$ cat config.mk
export PLATFORM = sky130hd
export DESIGN_NAME = fir_out_fifo_wb
export DESIGN_NICKNAME = d
export VERILOG_FILES = /design/src/rtl/fir_out_fifo_wb.sv
export SDC_FILE = /design/constraint.sdc
export NUM_CORES = 1
export LEC_CHECK = 0
export ABC_AREA = 0
export BUFFER_PORTS_ARGS = -buffer_cell sky130_fd_sc_hd__buf_2
export CAP_MARGIN = 30
export CELL_PAD_IN_SITES_DETAIL_PLACEMENT = 0
export CELL_PAD_IN_SITES_GLOBAL_PLACEMENT = 1
export CORE_MARGIN = 5
export CORE_UTILIZATION = 45
export DETAILED_ROUTE_END_ITERATION = 10
export PLACE_DENSITY_LB_ADDON = 0.12
export SLEW_MARGIN = 10
export SYNTH_ARGS = -nofsm -noshare
export SYNTH_HDL_FRONTEND = slang
export SYNTH_SLANG_ARGS = --single-unit
$ cat constraint.sdc
create_clock -name wb_clk_i -period 3 [get_ports wb_clk_i]
set_input_delay 0.6 -clock wb_clk_i [delete_from_list [all_inputs] [get_ports wb_clk_i]]
set_output_delay 0.6 -clock wb_clk_i [all_outputs]
set_load 0.03 [all_outputs]
$ cat src/rtl/fir_out_fifo_wb.sv
// fir_out_fifo_wb
//   Buffers the FIR's AXI-Stream output in a small circular FIFO and exposes
//   it to a Wishbone master. Each FIFO entry holds {tlast, tdata}.
//
//   Register map (byte addresses):
//     0x104 DATA   (R)  pop head entry data; 0 and sticky underflow when empty
//     0x108 STATUS (R)  [8:0] count, [9] empty, [10] full, [11] head tlast,
//                       [12] underflow, [31:16] frame_cnt
//     0x10C CTRL   (W)  [0] flush, [1] clear underflow, [2] clear frame_cnt
//                       (acts only when wbs_sel_i[0] is set)
//   Every other access acks after one cycle, reads 0 and ignores writes.
//
//   Ports
//     wb_clk_i, wb_rst_i                 clock, async active-high reset
//     wbs_cyc_i/stb_i/we_i/sel_i/adr_i/dat_i, wbs_ack_o/dat_o
//                                        Wishbone slave
//     sm_tvalid/sm_tdata/sm_tlast/sm_tready
//                                        FIR stream input
//     irq_o                              level irq: frames pending or underflow
module fir_out_fifo_wb #(
  parameter int DATA_WIDTH = 32,
  parameter int ADDR_WIDTH = 12,
  parameter int DEPTH      = 16
) (
  input  logic                  wb_clk_i,
  input  logic                  wb_rst_i,
  input  logic                  wbs_cyc_i,
  input  logic                  wbs_stb_i,
  input  logic                  wbs_we_i,
  input  logic [3:0]            wbs_sel_i,
  input  logic [ADDR_WIDTH-1:0] wbs_adr_i,
  input  logic [DATA_WIDTH-1:0] wbs_dat_i,
  output logic                  wbs_ack_o,
  output logic [DATA_WIDTH-1:0] wbs_dat_o,
  input  logic                  sm_tvalid,
  input  logic [DATA_WIDTH-1:0] sm_tdata,
  input  logic                  sm_tlast,
  output logic                  sm_tready,
  output logic                  irq_o
);

  localparam int PW = $clog2(DEPTH);
  localparam int CW = $clog2(DEPTH + 1);

  localparam logic [0:0] S_IDLE = 1'b0;
  localparam logic [0:0] S_ACK  = 1'b1;

  localparam logic [ADDR_WIDTH-1:0] ADR_DATA   = ADDR_WIDTH'(12'h104);
  localparam logic [ADDR_WIDTH-1:0] ADR_STATUS = ADDR_WIDTH'(12'h108);
  localparam logic [ADDR_WIDTH-1:0] ADR_CTRL   = ADDR_WIDTH'(12'h10C);

  logic [DATA_WIDTH:0]   mem_q [DEPTH];

  logic [0:0]            state_q, state_d;
  logic [PW-1:0]         rd_ptr_q, rd_ptr_d;
  logic [PW-1:0]         wr_ptr_q, wr_ptr_d;
  logic [CW-1:0]         count_q, count_d;
  logic                  underflow_q, underflow_d;
  logic [15:0]           frame_cnt_q, frame_cnt_d;
  logic                  irq_q, irq_d;
  logic [DATA_WIDTH-1:0] dat_q, dat_d;

  logic                  empty, full;
  logic                  wb_start, ctrl_wr, flush_accept, clr_uf, clr_frame;
  logic                  data_rd, pop, push;
  logic [DATA_WIDTH:0]   head;
  logic                  head_last;
  logic [31:0]           status_w;
  logic                  unused_ok;

  assign empty = (count_q == '0);
  assign full  = (count_q == CW'(DEPTH));

  // A transaction is taken only from IDLE, so each request is seen once.
  assign wb_start     = (state_q == S_IDLE) && wbs_cyc_i && wbs_stb_i;
  assign ctrl_wr      = wb_start && wbs_we_i && (wbs_adr_i == ADR_CTRL) && wbs_sel_i[0];
  assign flush_accept = ctrl_wr && wbs_dat_i[0];
  assign clr_uf       = ctrl_wr && wbs_dat_i[1];
  assign clr_frame    = ctrl_wr && wbs_dat_i[2];
  assign data_rd      = wb_start && !wbs_we_i && (wbs_adr_i == ADR_DATA);
  assign pop          = data_rd && !empty;

  // Ready drops during a flush so no beat can slip in behind the pointer reset.
  assign sm_tready = !full && !wb_rst_i && !flush_accept;
  assign push      = sm_tvalid && sm_tready;

  assign head      = mem_q[rd_ptr_q];
  assign head_last = !empty && head[DATA_WIDTH];
  assign status_w  = {frame_cnt_q, 3'b000, underflow_q, head_last, full, empty, 9'(count_q)};

  assign wbs_ack_o = (state_q == S_ACK);
  assign wbs_dat_o = dat_q;
  assign irq_o     = irq_q;

  assign unused_ok = &{1'b0, wbs_sel_i[3:1], wbs_dat_i[DATA_WIDTH-1:3]};

  always_comb begin
    state_d     = state_q;
    rd_ptr_d    = rd_ptr_q;
    wr_ptr_d    = wr_ptr_q;
    count_d     = count_q;
    underflow_d = underflow_q;
    frame_cnt_d = frame_cnt_q;
    dat_d       = '0;

    case (state_q)
      S_IDLE:  if (wb_start) state_d = S_ACK;
      default: state_d = S_IDLE;
    endcase

    // Read data is captured on the request edge and cleared when ACK ends.
    if (wb_start && !wbs_we_i) begin
      if (wbs_adr_i == ADR_DATA && !empty) dat_d = head[DATA_WIDTH-1:0];
      else if (wbs_adr_i == ADR_STATUS)    dat_d = DATA_WIDTH'(status_w);
    end

    if (flush_accept) begin
      rd_ptr_d = '0;
      wr_ptr_d = '0;
      count_d  = '0;
    end else begin
      if (push) wr_ptr_d = wr_ptr_q + PW'(1);
      if (pop)  rd_ptr_d = rd_ptr_q + PW'(1);
      count_d = count_q + CW'(push) - CW'(pop);
    end

    if (clr_uf)                  underflow_d = 1'b0;
    else if (data_rd && empty)   underflow_d = 1'b1;

    if (clr_frame)               frame_cnt_d = '0;
    else if (push && sm_tlast)   frame_cnt_d = frame_cnt_q + 16'd1;

    irq_d = (frame_cnt_d != '0) || underflow_d;
  end

  always_ff @(posedge wb_clk_i or posedge wb_rst_i) begin
    if (wb_rst_i) begin
      state_q     <= S_IDLE;
      rd_ptr_q    <= '0;
      wr_ptr_q    <= '0;
      count_q     <= '0;
      underflow_q <= 1'b0;
      frame_cnt_q <= '0;
      irq_q       <= 1'b0;
      dat_q       <= '0;
    end else begin
      state_q     <= state_d;
      rd_ptr_q    <= rd_ptr_d;
      wr_ptr_q    <= wr_ptr_d;
      count_q     <= count_d;
      underflow_q <= underflow_d;
      frame_cnt_q <= frame_cnt_d;
      irq_q       <= irq_d;
      dat_q       <= dat_d;
    end
  end

  // Storage is not reset; entries are only visible once count covers them.
  always_ff @(posedge wb_clk_i) begin
    if (push) mem_q[wr_ptr_q] <= {sm_tlast, sm_tdata};
  end

endmodule

=== Word-level counts from Yosys, hierarchy flattened ===
Memories as Yosys holds them, arrays and structs flattened.
Cells that the tools add are included.

* Register bits: 64
* Latch bits: 0
* RAM bits: 528
* Bits in read-only memories: 0
* Bits of input ports: 87
* Output and inout bits: 35
* Logic and storage cells: 63
* Memories: 1

{| class="wikitable"
|+ Memories
! memory !! depth !! width !! read ports !! clocked after memory_dff !! write ports !! RTL line !! text
|-
| mem_q || 16 || 33 || 1 || 0 || 1 || 52 || <nowiki>logic [DATA_WIDTH:0] mem_q [DEPTH];</nowiki>
|}

* Add/subtract/negate cells: 5
* $mul: 0
* Divide/modulo/power cells: 0
* Magnitude comparators: 0
* Eq/ne operators: 4
* Shift operators: 0
* Muxes and demuxes: 16
* Bitwise gates (word level): 1
* Reductions and logical operators: 28

{| class="wikitable"
|+ Operators by type and width
! kind !! count
|-
| 32-bit two-way mux || 3
|-
| 12-bit by 9-bit == test with 1-bit output, second input constant || 3
|-
| 16-bit two-way mux || 2
|-
| 1-bit logical AND || 18
|-
| 16-bit by 1-bit adder with 16-bit output, second input constant || 1
|-
| 4-bit two-way mux || 4
|-
| 16-bit nonzero test || 1
|-
| 4-bit by 1-bit adder with 4-bit output, second input constant || 2
|-
| 1-bit two-way mux || 6
|-
| 5-bit by 1-bit adder with 5-bit output || 1
|-
| 5-bit == test, second input constant || 1
|-
| 1-bit zero test || 5
|-
| 5-bit zero test || 1
|-
| 5-bit two-way mux || 1
|-
| 5-bit by 1-bit subtractor with 5-bit output || 1
|-
| 2-bit nonzero test || 2
|-
| 1-bit logical OR || 1
|-
| 1-bit NOT || 1
|}

=== Longest topological paths before layout ===
Gate-level depths: netlist of run 1.

* Depth after elaboration: 15
* Mapped depth: 17
* Mapped depth without buffers: 16

=== Least setup slack after synthesis of run 1 ===
OpenSTA, ideal clock, no wires.

* Kind: input to register
* From: in wb_rst_i
* To: mem mem_q[10][0] (netlist name), enable pin
* Setup time: 0.393 ns
* Arrival: 4.241 ns
* Data required time: 2.607 ns
* Path slack: -1.634 ns
* Stages: 6
* Buffers on the path: 0
* Path through: inv_1 nand2_1 nor3b_1 inv_1 nor3b_1 and2_1

* Cells in the longest elaborated chain, start to end: 6

{| class="wikitable"
|+ RTL lines
! element !! RTL line !! text
|-
| start, declared || 26 || <nowiki>input logic wb_rst_i,</nowiki>
|-
| 1-bit zero test (no line) || - ||
|-
| 1-bit logical AND (2 in series) || 84 || <nowiki>assign sm_tready = !full && !wb_rst_i && !flush_accept;</nowiki>
|-
| 1-bit logical AND || 85 || <nowiki>assign push = sm_tvalid && sm_tready;</nowiki>
|-
| 1-bit two-way mux || 160 || <nowiki>if (push) mem_q[wr_ptr_q] <= {sm_tlast, sm_tdata};</nowiki>
|-
| 1-bit two-way mux (implied by the code) || 160 ||
|-
| end, declared || 52 ||
|}

Every way passes these cells.

=== Final worst setup path of run 1 ===
* From: reg count_q[3]
* To: reg count_q[4]

* Cells in the longest elaborated chain, start to end: 8
* Elaborated cells on any way between the ends: 11
* Those cells by class: add/sub (2); eq/ne (1); mux (1); reduce/logical (7)

{| class="wikitable"
|+ RTL lines
! element !! RTL line !! text
|-
| start, declared || 57 || <nowiki>logic [CW-1:0] count_q, count_d;</nowiki>
|-
| start signal, assigned || 150 || <nowiki>count_q <= count_d;</nowiki>
|-
| 5-bit == test || 72 || <nowiki>assign full = (count_q == CW'(DEPTH));</nowiki>
|-
| 1-bit zero test || 84 ||
|-
| 1-bit logical AND (2 in series) || 84 ||
|-
| 1-bit logical AND || 85 ||
|-
| 5-bit by 1-bit adder with 5-bit output || 124 || <nowiki>count_d = count_q + CW'(push) - CW'(pop);</nowiki>
|-
| 5-bit by 1-bit subtractor with 5-bit output * || 124 ||
|-
| 5-bit two-way mux * || 117 || <nowiki>if (flush_accept) begin</nowiki>
|-
| net count_d[4] || 57 ||
|}

Mark *: on every way through the listed nets, which the timed path passes. The rest lies on a longest branch.
A chain may end at the register's enable or synchronous reset.

==> out/qor.csv, run 1 <==
metric;value;unit
result of the run;completed;
final routed wire length divided by cell count;26.1;microns
remaining number of nets flagged by the antenna check after routing;0;
static leakage;9.04;nW
number of buffers added on ports;89;
clock root buffer;sky130_fd_sc_hd__clkbuf_16;
Worst Setup Start Kind;flip-flop;
largest cells by area after synthesis;sky130_fd_sc_hd__edfxtp_1 69%, sky130_fd_sc_hd__mux4_2 16%, sky130_fd_sc_hd__dfrtp_1 6.9%, sky130_fd_sc_hd__and2_1 0.65%, sky130_fd_sc_hd__ha_1 0.65%;
overall die width;236;microns
area grow syn2layout;19.3;%
placeable core region;51000;sq um
post-synthesis cell type count;56;
overall via count from detail_route;11000;
largest fanout of any net on the critical path;4;
layout filler cell count;3984;
post_cts resized;0;
sequential-to-total area share from yosys stat;0.757;
Remaining Overflow, GRT;0;
worst slack after detailed placement;-63.4;ps
overall global routing resource usage;0.187;
FP Rows;83;
Worst Tran Pin Value;674;ps
number of CTS-inserted buffers;61;
number of DRC violations after detailed-routing iteration 0;791;
number of global-route vias before repair;11700;
mean instance size in the synthesized netlist;21.8;sq um
boundary pin count;122;
clock-pin slew of the registers on the worst-case setup and hold paths;60;ps
maximum number of buffers from clock root to sink;3;
antenna violations before repair;2;
top cells by instance count after synthesis;528 x sky130_fd_sc_hd__edfxtp_1, 165 x sky130_fd_sc_hd__mux4_2, 64 x sky130_fd_sc_hd__dfrtp_1, 40 x sky130_fd_sc_hd__nor2_1, 28 x sky130_fd_sc_hd__clkbuf_1;
WL final;51600;microns
maximum level of the CTS H-tree;2;
number of violations of the max-capacitance limit;0;
CTS hold repair buffers;0;
wire length of the first global-routing pass;77500;microns
Syn Std Cell Area;23000;sq um
DRC violations left;0;
worst-case headroom to the max-slew limit;0.539;
most instantiated library cell after synthesis;sky130_fd_sc_hd__edfxtp_1;
estimated wirelength of the detail-placed design;32000;microns
via/cell ratio;5.54;
number of nets in the layout;1348;
final setup vio count;0;
type of the setup path with the least slack;reg -> reg;
number of enable-type register cells in the synthesized netlist;528;
max-slew violations;0;
Pre-Repair DR Iteration Count;4;
overall die height;236;microns
clock latency at the later pin of the worst-skew pair;630;ps
final estimated routing congestion in global placement;0.835;
maximum vdd ir drop;0.000408;V
Worst Path Required;3540;ps
starting utilization of the core area;0.452;
library cell with the largest summed area after synthesis;sky130_fd_sc_hd__edfxtp_1;
Cells after Synth;1057;
Max Clock Skew;24.5;ps
areal power density over the cells;675;nW/um^2
number of flip-flops and latches in the synthesized netlist;592;
share of final-layout standard cells stronger than drive strength 1;0.366;
Primary FF master, synth;sky130_fd_sc_hd__edfxtp_1;
floorplan die area;55800;sq um
total clock sinks;592;
Async S/R FF share, synth;0.108;
min Tclk post-route;2800;ps
part of the cycle the worst path needs;0.933;
Critical Path AT;3340;ps
Final Hold Vio Count;0;
share of Yosys cell area claimed by the top area cell type;0.688;
CTS tree;done;
maximum number of pins on one net before global-route repair;39;
post-synth net total;1157;
post-layout worst setup margin;201;ps
# Post-CTS Setup Buffers;0;
kind of capture point of the worst setup path;flip-flop;
Power, Total;18.6;mW
count of antenna diodes in the layout;0;
worst min-delay path category;in -> async;
count of warnings emitted by yosys;0;
Max Clock Freq;0.357;GHz
[layout by cell type, fill, tap and decap left out, types with 3 or more instances in the layout]
cell / n
sky130_fd_sc_hd__a2111oi_0: 5
sky130_fd_sc_hd__a21oi_1: 9
sky130_fd_sc_hd__a22o_1: 11
sky130_fd_sc_hd__a22oi_1: 12
sky130_fd_sc_hd__and2_1: 8
sky130_fd_sc_hd__and2_2: 8
sky130_fd_sc_hd__and2_4: 8
sky130_fd_sc_hd__and3_1: 5
sky130_fd_sc_hd__buf_12: 44
sky130_fd_sc_hd__buf_2: 89
sky130_fd_sc_hd__buf_4: 47
sky130_fd_sc_hd__bufinv_16: 8
sky130_fd_sc_hd__clkbuf_1: 12
sky130_fd_sc_hd__clkbuf_16: 61
sky130_fd_sc_hd__clkbuf_8: 3
sky130_fd_sc_hd__clkinv_1: 12
sky130_fd_sc_hd__clkinv_2: 10
sky130_fd_sc_hd__clkinvlp_4: 4
sky130_fd_sc_hd__dfrtp_1: 60
sky130_fd_sc_hd__dfrtp_4: 3
sky130_fd_sc_hd__edfxtp_1: 528
sky130_fd_sc_hd__ha_1: 10
sky130_fd_sc_hd__inv_1: 9
sky130_fd_sc_hd__inv_2: 3
sky130_fd_sc_hd__mux2i_1: 7
sky130_fd_sc_hd__mux4_2: 165
sky130_fd_sc_hd__nand2_1: 17
sky130_fd_sc_hd__nand2b_1: 7
sky130_fd_sc_hd__nand3_1: 10
sky130_fd_sc_hd__nand4_1: 4
sky130_fd_sc_hd__nor2_1: 40
sky130_fd_sc_hd__nor4_1: 3
sky130_fd_sc_hd__nor4b_1: 3
sky130_fd_sc_hd__o21ai_0: 7
sky130_fd_sc_hd__o21bai_1: 4
sky130_fd_sc_hd__or3_1: 3
sky130_fd_sc_hd__xnor2_1: 9
sky130_fd_sc_hd__xor2_1: 7
[metal layers]
metal | vias to the layer above | routed length, microns | track usage
met5 | - | 20 | 0
met1 | 5865 | 23700 | 0.277
met3 | 74 | 2370 | 0.0323
li1 | 4787 | - | -
met2 | 237 | 24500 | 0.294
met4 | 2 | 1030 | 0.0443
[per-stage QoR]
step           utilization  cell area (sq um)  hold WS, ps  instances  TNS (ps)
5_1_grt              0.539              27500          204       1979     -4.94
6_report             0.539              27500          187       1979         0
3_5_place_dp         0.499              25400          531       1864     -63.4
4_1_cts              0.539              27500          150       1978         0
3_3_place_gp         0.499              25400          526       1864     -99.9
2_1_floorplan            -              23100          487       1057      -643
[cells by family (layout without fill, tap and decap cells)]
family                   count (synthesis)  after routing  share of synthesized area
multiplexers                           172            172                      0.164
XOR/XNOR                                16             16                    0.00608
flip-flops                             592            592                      0.757
adder cells (fa/ha/maj)                 13             13                    0.00738
AO/OA/AOI/OAI                           59             59                     0.0191
AND/OR/NAND/NOR                        140            140                     0.0336
buffers and inverters                   65            307                     0.0121
[final cells by class]
| class | count | area [sq um] | share of cell area |
|---|---|---|---|
| sequential | 592 | 17500 | 0.636 |
| clock inverter | 38 | 413 | 0.0150 |
| tap | 680 | 851 | 0.0310 |
| clock buffer | 76 | 1610 | 0.0587 |
| multi-input combinational | 400 | 5410 | 0.197 |
| timing repair buffer | 180 | 1680 | 0.0611 |
| inverter | 13 | 52.6 | 0.00191 |
[critical path: stages (launching register included)]
cell	delay [ps]
sky130_fd_sc_hd__dfrtp_1	410
sky130_fd_sc_hd__inv_1	80
sky130_fd_sc_hd__ha_1	230
sky130_fd_sc_hd__nand4bb_1	260
sky130_fd_sc_hd__nand2_4	80
sky130_fd_sc_hd__nor3b_4	230
sky130_fd_sc_hd__inv_2	80
sky130_fd_sc_hd__ha_4	260
sky130_fd_sc_hd__inv_2	40
sky130_fd_sc_hd__ha_4	150
sky130_fd_sc_hd__inv_2	50
sky130_fd_sc_hd__fa_2	180
sky130_fd_sc_hd__inv_1	40
sky130_fd_sc_hd__a21oi_1	130
sky130_fd_sc_hd__nor2_1	60
sky130_fd_sc_hd__or3_1	330
sky130_fd_sc_hd__a21oi_1	120
[worst paths after layout]
check,from,endpoint,slack [ps],cells after the start
min reg2reg,underflow_q$_DFF_PP0_,wbs_dat_o[12]$_DFF_PP0_,550,2
max reg2reg,count_q[3]$_DFF_PP0_,count_q[4]$_DFF_PP0_,200,16
max,count_q[3]$_DFF_PP0_,count_q[4]$_DFF_PP0_,200,16
min,wb_rst_i,frame_cnt_q[10]$_DFF_PP0_,190,3
max in group asynchronous,wb_rst_i,rd_ptr_q[0]$_DFFE_PP0P_,2270,3
min in group wb_clk_i,wbs_dat_i[1],underflow_q$_DFF_PP0_,250,2
[power by group]
| group | total (mW) | switching [mW] | internal, mW | leakage, nW |
|---|---|---|---|---|
| Combinational | 1.36 | 0.792 | 0.570 | 2.45 |
| Sequential | 9.59 | 0.189 | 9.40 | 5.61 |
| Clock | 7.61 | 3.11 | 4.50 | 0.986 |
| Total | 18.6 | 4.09 | 14.5 | 9.04 |
[flip-flops by register name (all words and copies together), names as in the netlist]
signal,count
rd_ptr_q,4
frame_cnt_q,16
irq_o,1
mem_q,528
wbs_ack_o,1
wbs_dat_o,32
count_q,5
underflow_q,1
wr_ptr_q,4
Note: power is estimated with default switching activity, not from simulation.
==> inputs of run 2 (changes only) <==
==> constraint.sdc (replaced) <==
create_clock -name wb_clk_i -period 2.4 [get_ports wb_clk_i]
set_input_delay 0.48 -clock wb_clk_i [delete_from_list [all_inputs] [get_ports wb_clk_i]]
set_output_delay 0.48 -clock wb_clk_i [all_outputs]
set_load 0.03 [all_outputs]
==> out/qor.csv, run 2 (synthesized netlist as in run 1, its figures left out) <==
metric;value;unit;change
clock latency at the later pin of the worst-skew pair;620;ps;about the same
part of the cycle the worst path needs;1.09;;+0.157
unrepaired setup endpoints after global routing;true;;
clock root buffer;sky130_fd_sc_hd__clkbuf_16;;
Pre-Repair DR Iteration Count;5;;+1
Worst Tran Pin Value;564;ps;-109 ps
hold slack;97.7;ps;-89.6 ps
maximum number of buffers from clock root to sink;3;;unchanged
overall via count from detail_route;11500;;+4.5%
maximum number of pins on one net before global-route repair;35;;-10%
floorplan die area;55800;sq um;unchanged
clock-pin slew of the registers on the worst-case setup and hold paths;60;ps;about the same
number of buffer and inverter instances along the worst setup path;5;;unchanged
share of final-layout standard cells stronger than drive strength 1;0.425;;+0.0587
worst min-delay path category;in -> async;;
maximum vdd ir drop;0.000589;V;+45%
maximum level of the CTS H-tree;2;;unchanged
worst reg2reg path startpoint;count_q[3]$_DFF_PP0_;;
Max Clock Freq;0.382;GHz;+7.0%
number of nets in the layout;1439;;+6.8%
CP Cell Sequence;inv_2, ha_4, nor4b_4, nor3_4, nand2b_1, inv_2, ha_4, inv_4, ha_4, inv_2, fa_2, inv_1, a21oi_2, nor2_1, or3_1, a21oi_2;;
via/cell ratio;5.54;;about the same
overall die width;236;microns;unchanged
number of buffers added on ports;89;;unchanged
final routed wire length divided by cell count;26.0;microns;-0.48%
final setup vio count;1;;+1
total clock sinks;592;;unchanged
estimated wirelength of the detail-placed design;34600;microns;+8.2%
number of CTS-inserted buffers;61;;unchanged
largest fanout of any net on the critical path;4;;unchanged
CTS hold repair buffers;0;;unchanged
Worst Setup Start Kind;flip-flop;;
Max Clock Skew;13.6;ps;-10.9 ps
capture point of the worst reg-to-reg path;count_q[4]$_DFF_PP0_;;
area grow syn2layout;24.2;%;
result of the run;finished, violations left;;
Worst Path Required;2940;ps;-600 ps
wire length of the first global-routing pass;80300;microns;+3.6%
overall die height;236;microns;unchanged
worst slack after detailed placement;-732;ps;-669 ps
FP Rows;83;;unchanged
Final Hold Vio Count;0;;unchanged
violated checks;setup timing;;
starting utilization of the core area;0.452;;unchanged
number of flip-flops under the largest register name;528;;unchanged
max-slew violations;0;;unchanged
Remaining Overflow, GRT;0;;unchanged
FF-to-FF path depth;16;;unchanged
largest delay contributor family on the critical path;simple AND/OR/NAND/NOR gates;;
count of antenna diodes in the layout;0;;unchanged
areal power density over the cells;828;nW/um^2;+23%
leading cell type in the layout, fill and taps excluded;sky130_fd_sc_hd__edfxtp_1;;
kind of capture point of the worst setup path;flip-flop;;
WL final;53700;microns;+4.1%
number of violations of the max-capacitance limit;0;;unchanged
final estimated routing congestion in global placement;0.875;;+4.8%
DRC violations left;0;;unchanged
antenna violations before repair;0;;-2
Critical Path AT;3160;ps;-180 ps
worst setup slack for register-to-register paths;-210;ps;-420 ps
critical path's largest stage delay;390;ps;-20 ps
overall global routing resource usage;0.192;;+0.00581
number of global-route vias before repair;12100;;+3.2%
boundary pin count;122;;unchanged
remaining number of nets flagged by the antenna check after routing;0;;unchanged
number of placed instances with taps included;1936;;+3.9%
layout filler cell count;3873;;-2.8%
number of DRC violations after detailed-routing iteration 0;869;;+9.9%
post-route setup TNS;-215;ps;-215 ps
register ranked first by flip-flop count;mem_q;;
min Tclk post-route;2610;ps;-184 ps
cell with the biggest individual delay on the critical path;sky130_fd_sc_hd__dfrtp_1;;
worst-case headroom to the max-slew limit;0.614;;+0.0748
placeable core region;51000;sq um;unchanged
number of standard cells in the final layout excluding fillers;2070;;+4.6%
static leakage;9.60;nW;+6.2%
CTS tree;done;;
post-layout worst setup margin;-215;ps;-416 ps
leading cell types in the layout, fill and taps excluded;528 x sky130_fd_sc_hd__edfxtp_1, 165 x sky130_fd_sc_hd__mux4_2, 115 x sky130_fd_sc_hd__buf_4;;
type of the setup path with the least slack;reg -> reg;;
==> run 2: layout make-up <==
cell class | count | area, sq um | area share
Clock inverter | 43 | 462 | 0.0161
Timing Repair Buffer | 271 | 2660 | 0.0929
Inverter | 13 | 55.1 | 0.00192
Clock buffer | 71 | 1560 | 0.0546
Multi-Input combinational cell | 400 | 5570 | 0.195
Tap cell | 680 | 851 | 0.0297
Sequential cell | 592 | 17500 | 0.610
==> run 2: where the power goes <==
part / switching, mW / internal [mW] / leakage (nW) / total [mW]
combinational: 1.17 / 1.03 / 3.00 / 2.20
sequential: 0.213 / 11.7 / 5.61 / 12.0
clock: 3.92 / 5.63 / 0.986 / 9.55
==> run 2: repair_timing <==
action	in CTS	in global routing
pin swaps	2	8
buffers inserted	2	18
gates cloned	0	2
endpoints found under the setup margin	226	90
resized for setup	26	21
==> run 2: worst register-to-register path, cell delays in order, from the launching register on <==
cell	delay [ps]
sky130_fd_sc_hd__dfrtp_1	390
sky130_fd_sc_hd__inv_2	90
sky130_fd_sc_hd__ha_4	160
sky130_fd_sc_hd__nor4b_4	280
sky130_fd_sc_hd__nor3_4	80
sky130_fd_sc_hd__nand2b_1	110
sky130_fd_sc_hd__inv_2	60
sky130_fd_sc_hd__ha_4	270
sky130_fd_sc_hd__inv_4	30
sky130_fd_sc_hd__ha_4	140
sky130_fd_sc_hd__inv_2	50
sky130_fd_sc_hd__fa_2	180
sky130_fd_sc_hd__inv_1	50
sky130_fd_sc_hd__a21oi_2	130
sky130_fd_sc_hd__nor2_1	60
sky130_fd_sc_hd__or3_1	360
sky130_fd_sc_hd__a21oi_2	120
==> run 2: stage by stage <==
step                      area (sq um)  power [mW]  utilization
final                            28600        23.7        0.562
after global routing             28600        24.6        0.562
after floorplan                  23200        13.0            -
after global placement           26200        14.2        0.514
after CTS                        28400        23.9        0.557
after detailed placement         26200        14.2        0.514
==> run 2: layer usage <==
metal | wire, microns | vias up | track usage | part of all wire
li1 | - | 4982 | - | -
met1 | 24000 | 6126 | 0.281 | 0.45
met2 | 26000 | 292 | 0.307 | 0.48
met3 | 2850 | 63 | 0.0357 | 0.053
met4 | 935 | 0 | 0.0448 | 0.017
met5 | 0 | - | 0 | 0
==> run 2: how the worst max path moves through the flow <==
stage / from / endpoint / slack, ps / cells after the start
after floorplan: wb_rst_i / count_q[4]$_DFF_PP0_ / -810 / 14
after global placement: wbs_adr_i[5] / count_q[4]$_DFF_PP0_ / -640 / 16
after detailed placement: wbs_adr_i[5] / count_q[4]$_DFF_PP0_ / -730 / 16
after CTS: count_q[3]$_DFF_PP0_ / count_q[4]$_DFF_PP0_ / -230 / 16
after global routing: count_q[3]$_DFF_PP0_ / count_q[4]$_DFF_PP0_ / -420 / 16
final: count_q[3]$_DFF_PP0_ / count_q[4]$_DFF_PP0_ / -210 / 16
